===== src/rtl/cf_vector_serializer_pkg.sv =====
// rtl/cf_vector_serializer_pkg.sv - shared encodings, state type and field helpers for the vector serializer
// Optional checksum word: COVERFLOAT_CHECKSUM_EN
package cf_vector_serializer_pkg;

  localparam int WORD_W = 32;
  localparam int OPND_W = 128;

  localparam logic [7:0] FMT_HALF   = 8'h00;
  localparam logic [7:0] FMT_SINGLE = 8'h01;
  localparam logic [7:0] FMT_DOUBLE = 8'h02;
  localparam logic [7:0] FMT_QUAD   = 8'h03;
  localparam logic [7:0] FMT_BF16   = 8'h04;
  localparam logic [7:0] FMT_INT    = 8'h81;
  localparam logic [7:0] FMT_LONG   = 8'h82;
  localparam logic [7:0] FMT_UINT   = 8'hC1;
  localparam logic [7:0] FMT_ULONG  = 8'hC2;
  localparam logic [7:0] FMT_INVAL  = 8'hFF;

  localparam int HDR_FMT_A_LSB   = 24;
  localparam int HDR_FMT_B_LSB   = 16;
  localparam int HDR_FMT_C_LSB   = 8;
  localparam int HDR_FMT_RES_LSB = 0;
  localparam int HDR_RM_LSB      = 8;
  localparam int HDR_FLAGS_LSB   = 0;

  typedef enum logic [3:0] {
    S_IDLE,
    S_HDR0,
    S_HDR1,
    S_HDR2,
    S_OPA,
    S_OPB,
    S_OPC,
    S_RES
`ifdef COVERFLOAT_CHECKSUM_EN
    , S_CSUM
`endif
  } ser_state_e;

  typedef struct packed {
    logic       known;
    logic [2:0] nwords;
  } fmt_info_t;

  function automatic fmt_info_t fmt_num_words(input logic [7:0] fmt);
    fmt_info_t info;
    info.known  = 1'b1;
    info.nwords = 3'd0;
    case (fmt)
      FMT_HALF, FMT_BF16, FMT_SINGLE, FMT_INT, FMT_UINT: info.nwords = 3'd1;
      FMT_DOUBLE, FMT_LONG, FMT_ULONG:                   info.nwords = 3'd2;
      FMT_QUAD:                                          info.nwords = 3'd4;
      FMT_INVAL:                                         info.nwords = 3'd0;
      default:                                           info.known  = 1'b0;
    endcase
    return info;
  endfunction

  // First operand field after cur that has words; present[0]=A .. present[3]=RES.
  function automatic ser_state_e next_field(input ser_state_e cur, input logic [3:0] present);
    ser_state_e nxt;
    int first;
    case (cur)
      S_HDR2:  first = 0;
      S_OPA:   first = 1;
      S_OPB:   first = 2;
      S_OPC:   first = 3;
      default: first = 4;
    endcase
`ifdef COVERFLOAT_CHECKSUM_EN
    nxt = S_CSUM;
`else
    nxt = S_IDLE;
`endif
    for (int i = 3; i >= 0; i--) begin
      if (i >= first && present[i]) begin
        case (i)
          0:       nxt = S_OPA;
          1:       nxt = S_OPB;
          2:       nxt = S_OPC;
          default: nxt = S_RES;
        endcase
      end
    end
    return nxt;
  endfunction

endpackage


===== src/rtl/cf_vector_serializer_if.sv =====
// rtl/cf_vector_serializer_if.sv - transaction input, word stream output and format error pulse
interface cf_vector_serializer_if;
  logic         in_valid;
  logic         in_ready;
  logic [31:0]  in_op;
  logic [7:0]   in_rm;
  logic [7:0]   in_flags;
  logic [7:0]   in_fmt_a;
  logic [7:0]   in_fmt_b;
  logic [7:0]   in_fmt_c;
  logic [7:0]   in_fmt_res;
  logic [127:0] in_a;
  logic [127:0] in_b;
  logic [127:0] in_c;
  logic [127:0] in_res;
  logic         out_valid;
  logic         out_ready;
  logic [31:0]  out_data;
  logic         out_last;
  logic         fmt_err;

  modport master (
    output in_valid, in_op, in_rm, in_flags, in_fmt_a, in_fmt_b, in_fmt_c, in_fmt_res,
           in_a, in_b, in_c, in_res, out_ready,
    input  in_ready, out_valid, out_data, out_last, fmt_err
  );

  modport slave (
    input  in_valid, in_op, in_rm, in_flags, in_fmt_a, in_fmt_b, in_fmt_c, in_fmt_res,
           in_a, in_b, in_c, in_res, out_ready,
    output in_ready, out_valid, out_data, out_last, fmt_err
  );
endinterface


===== src/rtl/cf_vector_serializer.sv =====
// rtl/cf_vector_serializer.sv - serializes one FP operation record into a 32-bit word stream
// Optional trailing XOR checksum word: COVERFLOAT_CHECKSUM_EN
module cf_vector_serializer
  import cf_vector_serializer_pkg::*;
(
  input logic                  clk,
  input logic                  reset,
  cf_vector_serializer_if.slave bus
);

  ser_state_e        state_q, state_d;
  logic [1:0]        idx_q, idx_d;
  logic [31:0]       op_q, op_d;
  logic [31:0]       fmts_q, fmts_d;
  logic [15:0]       ctl_q, ctl_d;
  logic [OPND_W-1:0] a_q, a_d, b_q, b_d, c_q, c_d, res_q, res_d;
  logic              fmt_err_q, fmt_err_d;
`ifdef COVERFLOAT_CHECKSUM_EN
  logic [WORD_W-1:0] csum_q, csum_d;
`endif

  fmt_info_t         info_a, info_b, info_c, info_r;
  logic [3:0]        present;
  logic [2:0]        cur_n;
  logic [OPND_W-1:0] cur_opnd;
  logic              in_fmt_bad, accept, xfer, out_valid, out_last;
  logic [WORD_W-1:0] out_data;
  ser_state_e        adv_state;
  logic [1:0]        adv_idx;

  always_comb begin
    info_a  = fmt_num_words(fmts_q[HDR_FMT_A_LSB +: 8]);
    info_b  = fmt_num_words(fmts_q[HDR_FMT_B_LSB +: 8]);
    info_c  = fmt_num_words(fmts_q[HDR_FMT_C_LSB +: 8]);
    info_r  = fmt_num_words(fmts_q[HDR_FMT_RES_LSB +: 8]);
    present = {info_r.nwords != 3'd0, info_c.nwords != 3'd0,
               info_b.nwords != 3'd0, info_a.nwords != 3'd0};
    in_fmt_bad = !fmt_num_words(bus.in_fmt_a).known || !fmt_num_words(bus.in_fmt_b).known ||
                 !fmt_num_words(bus.in_fmt_c).known || !fmt_num_words(bus.in_fmt_res).known;

    accept    = bus.in_valid && (state_q == S_IDLE);
    out_valid = (state_q != S_IDLE);
    xfer      = out_valid && bus.out_ready;

    cur_n    = 3'd0;
    cur_opnd = '0;
    case (state_q)
      S_OPA:   begin cur_n = info_a.nwords; cur_opnd = a_q;   end
      S_OPB:   begin cur_n = info_b.nwords; cur_opnd = b_q;   end
      S_OPC:   begin cur_n = info_c.nwords; cur_opnd = c_q;   end
      S_RES:   begin cur_n = info_r.nwords; cur_opnd = res_q; end
      default: ;
    endcase

    // Word mux is driven only from registered state, so it holds under backpressure.
    out_data = '0;
    case (state_q)
      S_HDR0:                     out_data = op_q;
      S_HDR1:                     out_data = fmts_q;
      S_HDR2:                     out_data = {16'h0, ctl_q};
      S_OPA, S_OPB, S_OPC, S_RES: out_data = cur_opnd[{idx_q, 5'b0} +: WORD_W];
`ifdef COVERFLOAT_CHECKSUM_EN
      S_CSUM:                     out_data = csum_q;
`endif
      default:                    out_data = '0;
    endcase

    adv_state = S_IDLE;
    adv_idx   = 2'd0;
    case (state_q)
      S_HDR0: adv_state = S_HDR1;
      S_HDR1: adv_state = S_HDR2;
      S_HDR2: adv_state = next_field(S_HDR2, present);
      S_OPA, S_OPB, S_OPC, S_RES: begin
        if ({1'b0, idx_q} != cur_n - 3'd1) begin
          adv_state = state_q;
          adv_idx   = idx_q + 2'd1;
        end else begin
          adv_state = next_field(state_q, present);
        end
      end
      default: adv_state = S_IDLE;
    endcase
    out_last = out_valid && (adv_state == S_IDLE);

    state_d   = state_q;
    idx_d     = idx_q;
    op_d      = op_q;
    fmts_d    = fmts_q;
    ctl_d     = ctl_q;
    a_d       = a_q;
    b_d       = b_q;
    c_d       = c_q;
    res_d     = res_q;
    fmt_err_d = 1'b0;
`ifdef COVERFLOAT_CHECKSUM_EN
    csum_d    = csum_q;
`endif
    if (accept) begin
      state_d   = S_HDR0;
      idx_d     = 2'd0;
      op_d      = bus.in_op;
      fmts_d    = {bus.in_fmt_a, bus.in_fmt_b, bus.in_fmt_c, bus.in_fmt_res};
      ctl_d     = {bus.in_rm, bus.in_flags};
      a_d       = bus.in_a;
      b_d       = bus.in_b;
      c_d       = bus.in_c;
      res_d     = bus.in_res;
      fmt_err_d = in_fmt_bad;
`ifdef COVERFLOAT_CHECKSUM_EN
      csum_d    = '0;
`endif
    end else if (xfer) begin
      state_d = adv_state;
      idx_d   = adv_idx;
`ifdef COVERFLOAT_CHECKSUM_EN
      csum_d  = csum_q ^ out_data;
`endif
    end
  end

  always_ff @(posedge clk) begin
    if (reset) begin
      state_q   <= S_IDLE;
      idx_q     <= 2'd0;
      op_q      <= '0;
      fmts_q    <= '0;
      ctl_q     <= '0;
      a_q       <= '0;
      b_q       <= '0;
      c_q       <= '0;
      res_q     <= '0;
      fmt_err_q <= 1'b0;
`ifdef COVERFLOAT_CHECKSUM_EN
      csum_q    <= '0;
`endif
    end else begin
      state_q   <= state_d;
      idx_q     <= idx_d;
      op_q      <= op_d;
      fmts_q    <= fmts_d;
      ctl_q     <= ctl_d;
      a_q       <= a_d;
      b_q       <= b_d;
      c_q       <= c_d;
      res_q     <= res_d;
      fmt_err_q <= fmt_err_d;
`ifdef COVERFLOAT_CHECKSUM_EN
      csum_q    <= csum_d;
`endif
    end
  end

  assign bus.in_ready  = (state_q == S_IDLE);
  assign bus.out_valid = out_valid;
  assign bus.out_data  = out_data;
  assign bus.out_last  = out_last;
  assign bus.fmt_err   = fmt_err_q;

endmodule


===== src/flat_wrapper.sv =====
// flat-port wrapper written by rule: the top's interface ports become plain ports
module cf_vector_serializer_flat import cf_vector_serializer_pkg::*;
  (clk, reset, bus_in_valid, bus_in_op, bus_in_rm, bus_in_flags, bus_in_fmt_a, bus_in_fmt_b, bus_in_fmt_c, bus_in_fmt_res, bus_in_a, bus_in_b, bus_in_c, bus_in_res, bus_out_ready, bus_in_ready, bus_out_valid, bus_out_data, bus_out_last, bus_fmt_err);
  cf_vector_serializer_if bus_i ();
  input logic clk;
  input logic reset;
  input wire logic [$bits(bus_i.in_valid)-1:0] bus_in_valid;
  input wire logic [$bits(bus_i.in_op)-1:0] bus_in_op;
  input wire logic [$bits(bus_i.in_rm)-1:0] bus_in_rm;
  input wire logic [$bits(bus_i.in_flags)-1:0] bus_in_flags;
  input wire logic [$bits(bus_i.in_fmt_a)-1:0] bus_in_fmt_a;
  input wire logic [$bits(bus_i.in_fmt_b)-1:0] bus_in_fmt_b;
  input wire logic [$bits(bus_i.in_fmt_c)-1:0] bus_in_fmt_c;
  input wire logic [$bits(bus_i.in_fmt_res)-1:0] bus_in_fmt_res;
  input wire logic [$bits(bus_i.in_a)-1:0] bus_in_a;
  input wire logic [$bits(bus_i.in_b)-1:0] bus_in_b;
  input wire logic [$bits(bus_i.in_c)-1:0] bus_in_c;
  input wire logic [$bits(bus_i.in_res)-1:0] bus_in_res;
  input wire logic [$bits(bus_i.out_ready)-1:0] bus_out_ready;
  output wire logic [$bits(bus_i.in_ready)-1:0] bus_in_ready;
  output wire logic [$bits(bus_i.out_valid)-1:0] bus_out_valid;
  output wire logic [$bits(bus_i.out_data)-1:0] bus_out_data;
  output wire logic [$bits(bus_i.out_last)-1:0] bus_out_last;
  output wire logic [$bits(bus_i.fmt_err)-1:0] bus_fmt_err;
  assign bus_i.in_valid = bus_in_valid;
  assign bus_i.in_op = bus_in_op;
  assign bus_i.in_rm = bus_in_rm;
  assign bus_i.in_flags = bus_in_flags;
  assign bus_i.in_fmt_a = bus_in_fmt_a;
  assign bus_i.in_fmt_b = bus_in_fmt_b;
  assign bus_i.in_fmt_c = bus_in_fmt_c;
  assign bus_i.in_fmt_res = bus_in_fmt_res;
  assign bus_i.in_a = bus_in_a;
  assign bus_i.in_b = bus_in_b;
  assign bus_i.in_c = bus_in_c;
  assign bus_i.in_res = bus_in_res;
  assign bus_i.out_ready = bus_out_ready;
  assign bus_in_ready = bus_i.in_ready;
  assign bus_out_valid = bus_i.out_valid;
  assign bus_out_data = bus_i.out_data;
  assign bus_out_last = bus_i.out_last;
  assign bus_fmt_err = bus_i.fmt_err;
  cf_vector_serializer u_core (.clk(clk), .reset(reset), .bus(bus_i));
endmodule

===== config.mk =====
export PLATFORM = sky130hd
export DESIGN_NAME = cf_vector_serializer_flat
export DESIGN_NICKNAME = d
export VERILOG_FILES = /design/src/rtl/cf_vector_serializer_pkg.sv /design/src/rtl/cf_vector_serializer_if.sv /design/src/rtl/cf_vector_serializer.sv /design/src/flat_wrapper.sv
export SDC_FILE = /design/constraint.sdc
export NUM_CORES = 1
export LEC_CHECK = 0
export ABC_CLOCK_PERIOD_IN_PS = 4200
export CAP_MARGIN = 20
export CORE_ASPECT_RATIO = 1.1
export CORE_UTILIZATION = 40
export DETAILED_ROUTE_END_ITERATION = 12
export PLACE_DENSITY = 0.67
export SLEW_MARGIN = 20
export SYNTH_ARGS = -nofsm -noshare
export SYNTH_HDL_FRONTEND = slang
export SYNTH_SLANG_ARGS = --single-unit

===== constraint.sdc =====
create_clock -name clk -period 4.2 [get_ports clk]
set_input_delay 0.42 -clock clk [delete_from_list [all_inputs] [get_ports clk]]
set_output_delay 0.42 -clock clk [all_outputs]
set_load 0.005 [all_outputs]

-- Yosys cells after proc, flatten, opt, wreduce, memory -nomap -nowiden
Index checks and enable logic that the tools add are counted.
- flip-flop bits (word level): 599
- input bits: 596
- output and inout port bits: 36
- word-level logic and storage cells: 177
- add/sub/neg operators: 2
- order comparisons: 8
- equality and inequality tests: 76
- shift-type cells: 1
- muxes and demuxes: 29
- bitwise gates (word level): 1
- reduce and logical (&&, ||, !) cells: 49
- operators with widths (kind ; count):
    $pmux W128 S4 ; 1
    $eq A8 B8 Y1 const B ; 36
    $eq A8 B2 Y1 const B ; 16
    $ge A3 B32 Y1 const A ; 4
    $pmux W32 S4 ; 1
    $shiftx A128 B8 Y32 ; 1
    $mux W32 ; 3
    $eq A8 B1 Y1 const B ; 8
    $eq A8 B3 Y1 const B ; 8
    $ge A1 B32 Y1 const A ; 2
    $ge A2 B32 Y1 const A ; 2
    $logic_not A8 Y1 ; 8
    $reduce_or A10 Y1 ; 4
    $pmux W3 S3 ; 4
    $mux W3 ; 8
    $pmux W3 S4 ; 2
    $reduce_or A5 Y1 ; 4
    $eq A4 B3 Y1 const B ; 4
    $pmux W4 S4 ; 1
    $reduce_bool A3 Y1 ; 4
    $reduce_or A3 Y1 ; 4
    $logic_and A1 B1 Y1 ; 11
    $eq A4 B2 Y1 const B ; 2
    $logic_not A4 Y1 ; 2
    14 further kinds ; 26

-- Logic depth before layout (Yosys ltp)
Gate-level depths: netlist of run 1.
- word-level depth: 18
- mapped depth: 15
- depth with buffers taken out: 13

-- Worst setup path after synthesis of run 1
No wires, ideal clock.
- path kind: register -> output
- start: register u_core.state_q[0]
- end: output port bus_out_last
- data arrival time: 3289 ps
- data required time: 3780 ps
- setup slack: 491 ps
- cell stages (with the launch flop): 16
- buffers on the path: 4
- cell sequence: dfxtp_1 -> clkbuf_1 -> clkbuf_1 -> clkbuf_1 -> clkbuf_1 -> nand3b_1 -> o221ai_1 -> o211ai_1 -> ha_1 -> xor2_1 -> nand2_1 -> mux2i_1 -> or3_1 -> o311ai_1 -> nor2_1 -> and3_1
- cells in the longest elaborated chain, start to end: 14
- RTL lines (what ; RTL line ; RTL):
    start, declared ; cf_vector_serializer.sv:11 ; ser_state_e state_q, state_d;
    start signal, assigned ; cf_vector_serializer.sv:138 ; state_q <= state_d;
    $eq A4 B3 Y1 / $eq A4 B2 Y1 (equally long branches) ; cf_vector_serializer_pkg.sv:63, cf_vector_serializer.sv:47, cf_vector_serializer.sv:70 ;
    $pmux W3 S4 ; cf_vector_serializer_pkg.sv:63 ; case (cur)
    $mux W32 ; cf_vector_serializer.sv:75 ; if ({1'b0, idx_q} != cur_n - 3'd1) begin
    $mux W32 ; cf_vector_serializer.sv:70 ; case (state_q)
    $ge A3 B32 Y1 ; cf_vector_serializer_pkg.sv:76 ; if (i >= first && present[i]) begin
    $logic_and A1 B1 Y1 ; cf_vector_serializer_pkg.sv:76 ;
    $mux W3 (4 in series) ; cf_vector_serializer_pkg.sv:76 ;
    $mux W4 ; cf_vector_serializer.sv:75 ;
    $pmux W4 S4 ; cf_vector_serializer.sv:70 ;
    $logic_not A4 Y1 ; cf_vector_serializer.sv:84 ; out_last = out_valid && (adv_state == S_IDLE);
    $logic_and A1 B1 Y1 * ; cf_vector_serializer.sv:84 ;
    end, declared ; flat_wrapper.sv:23 ; output wire logic [$bits(bus_i.out_last)-1:0] bus_out_last;
Mark *: on every way between the ends. The rest lies on a longest branch, timed or not. The select of a mux whose other input is x is not followed.

-- Final worst setup path of run 1
- start: register u_core.state_q[1]
- end: output port bus_out_data[24]
- cells in the longest elaborated chain, start to end: 4
- RTL lines (what ; RTL line ; RTL):
    $eq A4 B3 Y1 ; cf_vector_serializer.sv:47, cf_vector_serializer.sv:57 ;
    $pmux W128 S4 ; cf_vector_serializer.sv:47 ; case (state_q)
    $shiftx A128 B8 Y32 ; cf_vector_serializer.sv:61 ; S_OPA, S_OPB, S_OPC, S_RES: out_data = cur_opnd[{idx_q, 5'b0} +: WORD_W];
    $pmux W32 S4 * ; cf_vector_serializer.sv:57 ; case (state_q)
    end, declared ; flat_wrapper.sv:22 ; output wire logic [$bits(bus_i.out_data)-1:0] bus_out_data;
Mark *: on every way between the ends. The rest lies on a longest branch, timed or not.

==> summary.txt, run 1 <==
Drt
  • Final wirelength: 109000 um
  • Vias/cell: between 5 and 6
  • DRT iter0 DRCs: around 2700
  • Pre-Repair DR Iteration Count: 9
  • DRC viols: 0
  • Antenna-violating nets left: 0
  • Routed WL per cell: 23.1 um
  • Via count of the routed design: 26400

Critical path
  • Critical path class: flip-flop to output port
  • CP max FO: 56
  • Worst-path cell chain: buf_12 -> mux4_2 -> mux2i_1 -> o32ai_1 -> a221o_1 -> clkdlybuf4s50_1
  • Flop2flop setup slack: about 1.1 ns
  • WP buf/inv: 2
  • Worst r2r dst: u_core.state_q[0]$_SDFFE_PP0P_
  • Critical path endpoint category: output port
  • Critical Path AT: roughly 3.9 ns
  • Data required time of the critical path: 3.78 ns
  • Top delay family on crit path: multiplexers
  • Critical Path Max Stage Delay: between 0.6 and 0.7 ns
  • Slowest CP cell: mux4_2
  • Setup crit start kind: flip-flop
  • R2r startpoint: u_core.fmts_q[8]$_SDFFE_PP0P_
  • Worst-case reg-to-reg path depth: 11

Global routing
  • Largest net degree at the start of global routing: 119
  • Vias in the first global route: 24600
  • Grt ovf: 0
  • Gr usage total: about a third
  • Global-route wire length before repair: 158000 um
  • Antenna violations before repair: 27

Yosys
  • Yosys warns: 0
  • Syn_area_per_cell: 7.79 sq um
  • Sequential share of the synthesized area: 46.0%
  • EDFF count, synth: 0
  • Mapped cell area: approximately 0.026 sq mm
  • Mapped Cells: 3348
  • Syn_nets: 3945
  • #FFs+latches synth: about 600
  • Asr flop ratio synth: 0%
  • Yosys cell types: 67
  • Synth Flop Type: dfxtp_1

Floorplan
  • Die height: 270 um
  • Rows: 97
  • Initial Util: 40.7%
  • Die ar.: ~0.066 sq mm
  • Chip Width: about 250 um
  • Io pins: 632
  • Core box area: approximately 0.064 sq mm

Hold path
  • Hold endpoint: u_core.b_q[68]$_SDFFE_PP0P_
  • Hold Crit Start: bus_in_b[68]
  • HP Class: primary input to flip-flop
  • Hold Path Cell Cnt: 3

Layout
  • Most frequent cells in the layout: 1241 x nand2_1, 640 x a21oi_1, 628 x clkdlybuf4s50_1
  • Share of cells above drive strength 1: 8.82%
  • Area Overhead vs Synth: 37.0%
  • Nets@finish: about 4400
  • Final Cell Area: 0.0358 sq mm
  • Commonest non-fill, non-tap cell in the layout: nand2_1

STA
  • RSZ-0062 raised after global routing: yes
  • Endpoints failing hold: 0
  • Final setup vio count: 1
  • Highest Clock Rate: 234 MHz
  • Worst Tran Pin Value: ~0.98 ns
  • Slew margin rel.: 34.5%
  • Tcrit/Tclk final: 102%
  • PnR worst setup slack: -0.0773 ns
  • Worst clock skew: a little under 0.009 ns
  • Hold_ws: 0.361 ns
  • Minimum clock period: about 4.3 ns
  • Final Max Tran Viols: 0

Place
  • Placed Area: 0.0333 sq mm
  • Routability Congestion: 0.984
  • Buffers on Ports: 631
  • HPWL after detailed placement: 79400 um

Clock network
  • Htree depth: 3
  • TritonCTS Buffers: 66
  • TritonCTS clock tree: built
  • Clock root buffer master: clkbuf_16
  • Worst-Skew Late Latency: 0.59 ns
  • CTS max path bufs: 3
  • # hold bufs at CTS: 0
  • Clock slew at reported path FFs: 0.06 ns
  • # clock sinks: 599

Pwr
  • LEAKAGE: between 10 and 15 nW
  • Total power: ~15 mW
  • Max VDD drop: 0.000294 V
  • PwrDens: approximately 430 mW/mm^2

Status
  • Outcome: finished, violations left
  • Failing checks: setup timing

Run
  • Max Cap Violations: 0
-- final cells by class --
class                      count  area [sq um]
multi-input combinational   2444         13100
inverter                      18          67.6
clock inverter                17           254
fill                        6049         28300
clock buffer                  96          1940
tap                          841          1050
timing repair buffer         713          7310
antenna                       20          50.0
sequential                   599         12000
-- flip-flops by register name, indices dropped and copies added, names as in the netlist --
signal	cells
u_core.a_q	128
u_core.b_q	128
u_core.c_q	128
u_core.res_q	128
u_core.fmts_q	32
u_core.op_q	32
u_core.ctl_q	16
u_core.state_q	4
u_core.idx_q	2
u_core.bus.fmt_err	1
-- power by group --
part / switching (mW) / internal (mW) / total, mW
Clock: 2.41 / 3.57 / 5.98
Sequential: 0.271 / 6.12 / 6.40
Combinational: 1.59 / 1.28 / 2.87
-- metal layers --
layer	track usage (%)	up-vias	wire [um]
met5	0	-	72
met4	14.7	10	4810
met3	5.84	186	8800
met2	50.8	1163	51600
met1	41.4	12600	44200
li1	-	12500	-
-- worst reg2reg max path: stages, from the launching register on --
cell and delay, ns:
dfxtp_4 0.36, mux2_1 0.32, or4_4 0.49, a22o_4 0.24
ha_1 0.33, xor2_2 0.16, nand2_1 0.09, mux2i_2 0.23
buf_4 0.18, a21oi_1 0.07, a311o_1 0.35, a211oi_2 0.23
-- how the worst max path moves through the flow --
stage	start	end	slack [ns]	depth (start not counted)
3_5_place_dp	u_core.fmts_q[11]$_SDFFE_PP0P_	bus_out_last	0.20	13
6_report	u_core.state_q[1]$_SDFFE_PP0P_	bus_out_data[24]	-0.08	6
2_1_floorplan	u_core.state_q[0]$_SDFFE_PP0P_	bus_out_last	0.49	15
3_3_place_gp	u_core.fmts_q[11]$_SDFFE_PP0P_	bus_out_last	0.19	13
4_1_cts	u_core.state_q[1]$_SDFFE_PP0P_	bus_out_data[26]	0.02	8
5_1_grt	u_core.state_q[3]$_SDFFE_PP0P_	bus_out_last	-0.02	13
-- stage by stage --
stage	cells	utilization, %	TNS [ns]	setup slack [ns]
floorplan	3348	-	0	0.491
global placement	4601	51.9	0	0.187
detailed placement	4601	51.9	0	0.204
CTS	4725	55.6	0	0.0177
global route	4747	55.8	-0.0207	-0.0207
finish	4748	55.8	-0.0773	-0.0773
-- logic make-up (layout without fill, tap and decap cells) --
logic type / after synthesis / after routing / share of synthesized area, %
AOI/OAI and AO/OA: 919 / 919 / 20.2
xor gates and xnor gates: 3 / 3 / 0.173
adders and majority gates: 1 / 1 / 0.0480
buffers and inverters: 306 / 844 / 4.47
DFF: 599 / 599 / 46.0
muxes: 148 / 148 / 8.37
other: 0 / 20 / 0
and+or+nand+nor: 1372 / 1373 / 20.7
-- timing repair --
item | 4_1_cts | 5_1_grt
gates resized for setup | 14 | 10
buffers inserted | 10 | 3
cloned | 1 | 0
endpoints found under the setup margin | 15 | 7
pin swaps | 8 | 2
-- cells in the mapped netlist (all sizes together), types with 5 or more instances --
cell type	count	area, sq um
nor2	44	165
a222oi	22	220
a211oi	6	50.1
o21ai	60	300
dfxtp	599	12000
o211ai	25	188
o31ai	11	82.6
nand2b	5	38.8
mux2i	18	180
a22oi	65	488
nor3	16	85.1
a21oi	642	3210
a221oi	26	228
a31oi	13	81.3
buf	43	180
nand2	1242	4660
mux4	48	1080
clkbuf	245	920
mux2	82	923
inv	17	63.8
nand3	16	80.1
o311ai	7	61.3
nand4	8	50.1
nor3b	6	45.0
nor4bb	5	50.1
a22o	18	166
Note: power is estimated with default switching activity, not from simulation.
==> run 2: changes to the inputs <==
Settings changed: SKIP_LAST_GASP set to 1.
==> run 2 against run 1 <==
  * The flow still finishes with violations (setup timing)
  * Critical path depth unchanged
  * Clock skew hardly changed
  * Combinational power is essentially flat
  * Highest routed layer unchanged
  * Sequential power about the same
  * Largest cell class unchanged
  * Power barely moved
  * Flip-flop and latch count unchanged
  * Hold slack about the same
  * Sequential share of layout area hardly changed
  * Die area unchanged
  * Critical path type unchanged
==> summary.txt, run 2 (synthesis gave the netlist of run 1 again) <==
Status
  • Outcome: finished, violations left (unchanged)
  • Failing checks: setup timing (unchanged)

Drt
  • Via count of the routed design: 26400 (about the same)
  • Pre-Repair DR Iteration Count: 9 (unchanged)
  • DRT iter0 DRCs: 2738 (was 2671)
  • Vias/cell: 5.57 (was 5.56)
  • Final wirelength: 109000 um (about the same)
  • Antenna-violating nets left: 0 (unchanged)
  • Routed WL per cell: 23.0 um (was 23.1 um)
  • DRC viols: 0 (unchanged)

Critical path
  • Slowest CP cell: mux4_2 (unchanged)
  • Critical path class: flip-flop to output port (unchanged)
  • Worst-path cell chain: buf_12 -> mux4_2 -> mux2i_1 -> o32ai_1 -> a221o_1 -> clkdlybuf4s50_1 (unchanged)
  • R2r startpoint: u_core.fmts_q[8]$_SDFFE_PP0P_ (unchanged)
  • Worst r2r dst: u_core.state_q[0]$_SDFFE_PP0P_ (unchanged)
  • Critical Path Max Stage Delay: 0.63 ns (was 0.64 ns)
  • Critical path endpoint category: output port (unchanged)
  • Critical Path AT: 3.83 ns (was 3.86 ns)
  • WP buf/inv: 2 (unchanged)
  • Flop2flop setup slack: 1.11 ns (was 1.09 ns)
  • Data required time of the critical path: 3.78 ns (about the same)
  • Setup crit start kind: flip-flop (unchanged)
  • Top delay family on crit path: multiplexers (unchanged)
  • CP max FO: 56 (unchanged)
  • Worst-case reg-to-reg path depth: 11 (unchanged)

Global routing
  • Vias in the first global route: 24600 (unchanged)
  • Antenna violations before repair: 27 (unchanged)
  • Gr usage total: 31.8% (unchanged)
  • Grt ovf: 0 (unchanged)
  • Largest net degree at the start of global routing: 119 (unchanged)
  • Global-route wire length before repair: 158000 um (unchanged)

Pwr
  • Internal Pwr Total: 11.0 mW (about the same)
  • Sw Share: 28.0% (about the same)
  • PwrDens: 426 mW/mm^2 (about the same)
  • Psw: 4.26 mW (was 4.27 mW)
  • Clock Power Share: 39.2% (about the same)
  • Comb power frac: 18.8% (about the same)
  • Total power: 15.2 mW (about the same)
  • Max VDD drop: 0.000294 V (about the same)
  • LEAKAGE: 12.8 nW (about the same)
  • Reg power frac: 42.0% (was 41.9%)

Place
  • Dpl ws: 0.204 ns (unchanged)
  • Buffers on Ports: 631 (unchanged)
  • HPWL after detailed placement: 79400 um (unchanged)
  • Placed Cells: 4601 (unchanged)
  • Routability Congestion: 0.984 (unchanged)
  • Placed Area: 0.0333 sq mm (unchanged)

Floorplan
  • Initial Util: 40.7% (unchanged)
  • Die height: 270 um (unchanged)
  • Core box area: 0.0641 sq mm (unchanged)
  • Die ar.: 0.0662 sq mm (unchanged)
  • Rows: 97 (unchanged)
  • Io pins: 632 (unchanged)
  • Chip Width: 245 um (unchanged)

Layout
  • Layout Utilization: 55.8% (about the same)
  • Commonest non-fill, non-tap cell in the layout: nand2_1 (unchanged)
  • Most frequent cells in the layout: 1241 x nand2_1, 641 x a21oi_1, 628 x clkdlybuf4s50_1 (was 1241 x nand2_1, 640 x a21oi_1, 628 x clkdlybuf4s50_1)
  • Share of cells above drive strength 1: 8.77% (was 8.82%)
  • Area Overhead vs Synth: 37.0% (about the same)
  • FF+latch area: 0.0120 sq mm (unchanged)
  • Nets@finish: 4439 (unchanged)
  • Non-Filler Instances: 4747 (was 4748)
  • Multi-input gate area: 0.0131 sq mm (about the same)
  • Number of fill cells: 6052 (was 6049)
  • Final Cell Area: 0.0357 sq mm (was 0.0358 sq mm)

STA
  • Setup TNS: -0.0498 ns (was -0.0773 ns)
  • Tcrit/Tclk final: 101% (was 102%)
  • Final Max Tran Viols: 0 (unchanged)
  • Worst Tran Pin Value: 0.951 ns (was 0.982 ns)
  • Final setup vio count: 1 (unchanged)
  • Worst clock skew: 0.00862 ns (was 0.00895 ns)
  • Slew margin rel.: 36.6% (was 34.5%)
  • Highest Clock Rate: 235 MHz (was 234 MHz)
  • Endpoints failing hold: 0 (unchanged)
  • RSZ-0062 raised after global routing: yes (unchanged)
  • PnR worst setup slack: -0.0498 ns (was -0.0773 ns)
  • Hold_ws: 0.361 ns (about the same)
  • Minimum clock period: 4.25 ns (was 4.28 ns)

Clock network
  • Htree depth: 3 (unchanged)
  • Worst-Skew Late Latency: 0.59 ns (about the same)
  • TritonCTS Buffers: 66 (unchanged)
  • CTS max path bufs: 3 (unchanged)
  • # clock sinks: 599 (unchanged)
  • TritonCTS clock tree: built (unchanged)
  • Clock slew at reported path FFs: 0.06 ns (about the same)
  • Clock root buffer master: clkbuf_16 (unchanged)

Run
  • Max Cap Violations: 0 (unchanged)

Hold path
  • HP Class: primary input to flip-flop (unchanged)
  • Hold Crit Start: bus_in_b[68] (unchanged)
  • Hold endpoint: u_core.b_q[68]$_SDFFE_PP0P_ (unchanged)
  • Hold Path Cell Cnt: 3 (unchanged)
## run 2: cell type report
| type | count | area share, % |
|---|---|---|
| antenna | 19 | 0.133 |
| clock buffer | 96 | 5.42 |
| sequential | 599 | 33.6 |
| timing repair buffer | 713 | 20.5 |
| inverter | 18 | 0.189 |
| clock inverter | 17 | 0.711 |
| tap | 841 | 2.94 |
| multi-input combinational | 2444 | 36.5 |
## run 2: worst max-delay path by stage
stage                                   start               end  slack [ns]  cells after the start
6_report       u_core.state_q[1]$_SDFFE_PP0P_  bus_out_data[24]       -0.05                      6
5_1_grt        u_core.state_q[3]$_SDFFE_PP0P_      bus_out_last       -0.02                     13
4_1_cts        u_core.state_q[1]$_SDFFE_PP0P_  bus_out_data[23]       -0.04                      8
3_5_place_dp   u_core.fmts_q[11]$_SDFFE_PP0P_      bus_out_last        0.20                     13
3_3_place_gp   u_core.fmts_q[11]$_SDFFE_PP0P_      bus_out_last        0.19                     13
2_1_floorplan  u_core.state_q[0]$_SDFFE_PP0P_      bus_out_last        0.49                     15
## run 2: worst min-delay path: stages
cell             delay, ns
clkdlybuf4s50_1       0.39
nand2_1               0.05
a21oi_1               0.05
## run 2: power groups by stage
| stage | Clock, mW | Combinational, mW | Sequential, mW |
|---|---|---|---|
| detailed placement | 0 | 2.79 | 6.51 |
| CTS | 6.04 | 2.84 | 6.38 |
| finish | 5.98 | 2.87 | 6.40 |
| floorplan | 0 | 1.47 | 6.40 |
| global placement | 0 | 2.78 | 6.50 |
| global route | 6.28 | 3.08 | 6.44 |
## run 2: layer usage
layer / vias to the layer above / track usage [%] / wire length, um
met5: - / 0 / 86
met4: 12 / 14.7 / 4780
met3: 191 / 5.84 / 8220
met2: 1089 / 50.8 / 51500
met1: 12700 / 41.4 / 44700
li1: 12500 / - / -
## run 2: what timing repair did
| action | 4_1_cts | 5_1_grt |
|---|---|---|
| cloned | 1 | 0 |
| gates resized for setup | 13 | 9 |
| hold endpoints to repair | 0 | 0 |
| setup buffers | 10 | 3 |
| setup endpoints to repair | 15 | 8 |
| hold buffers | 0 | 0 |
| pin swaps | 8 | 2 |
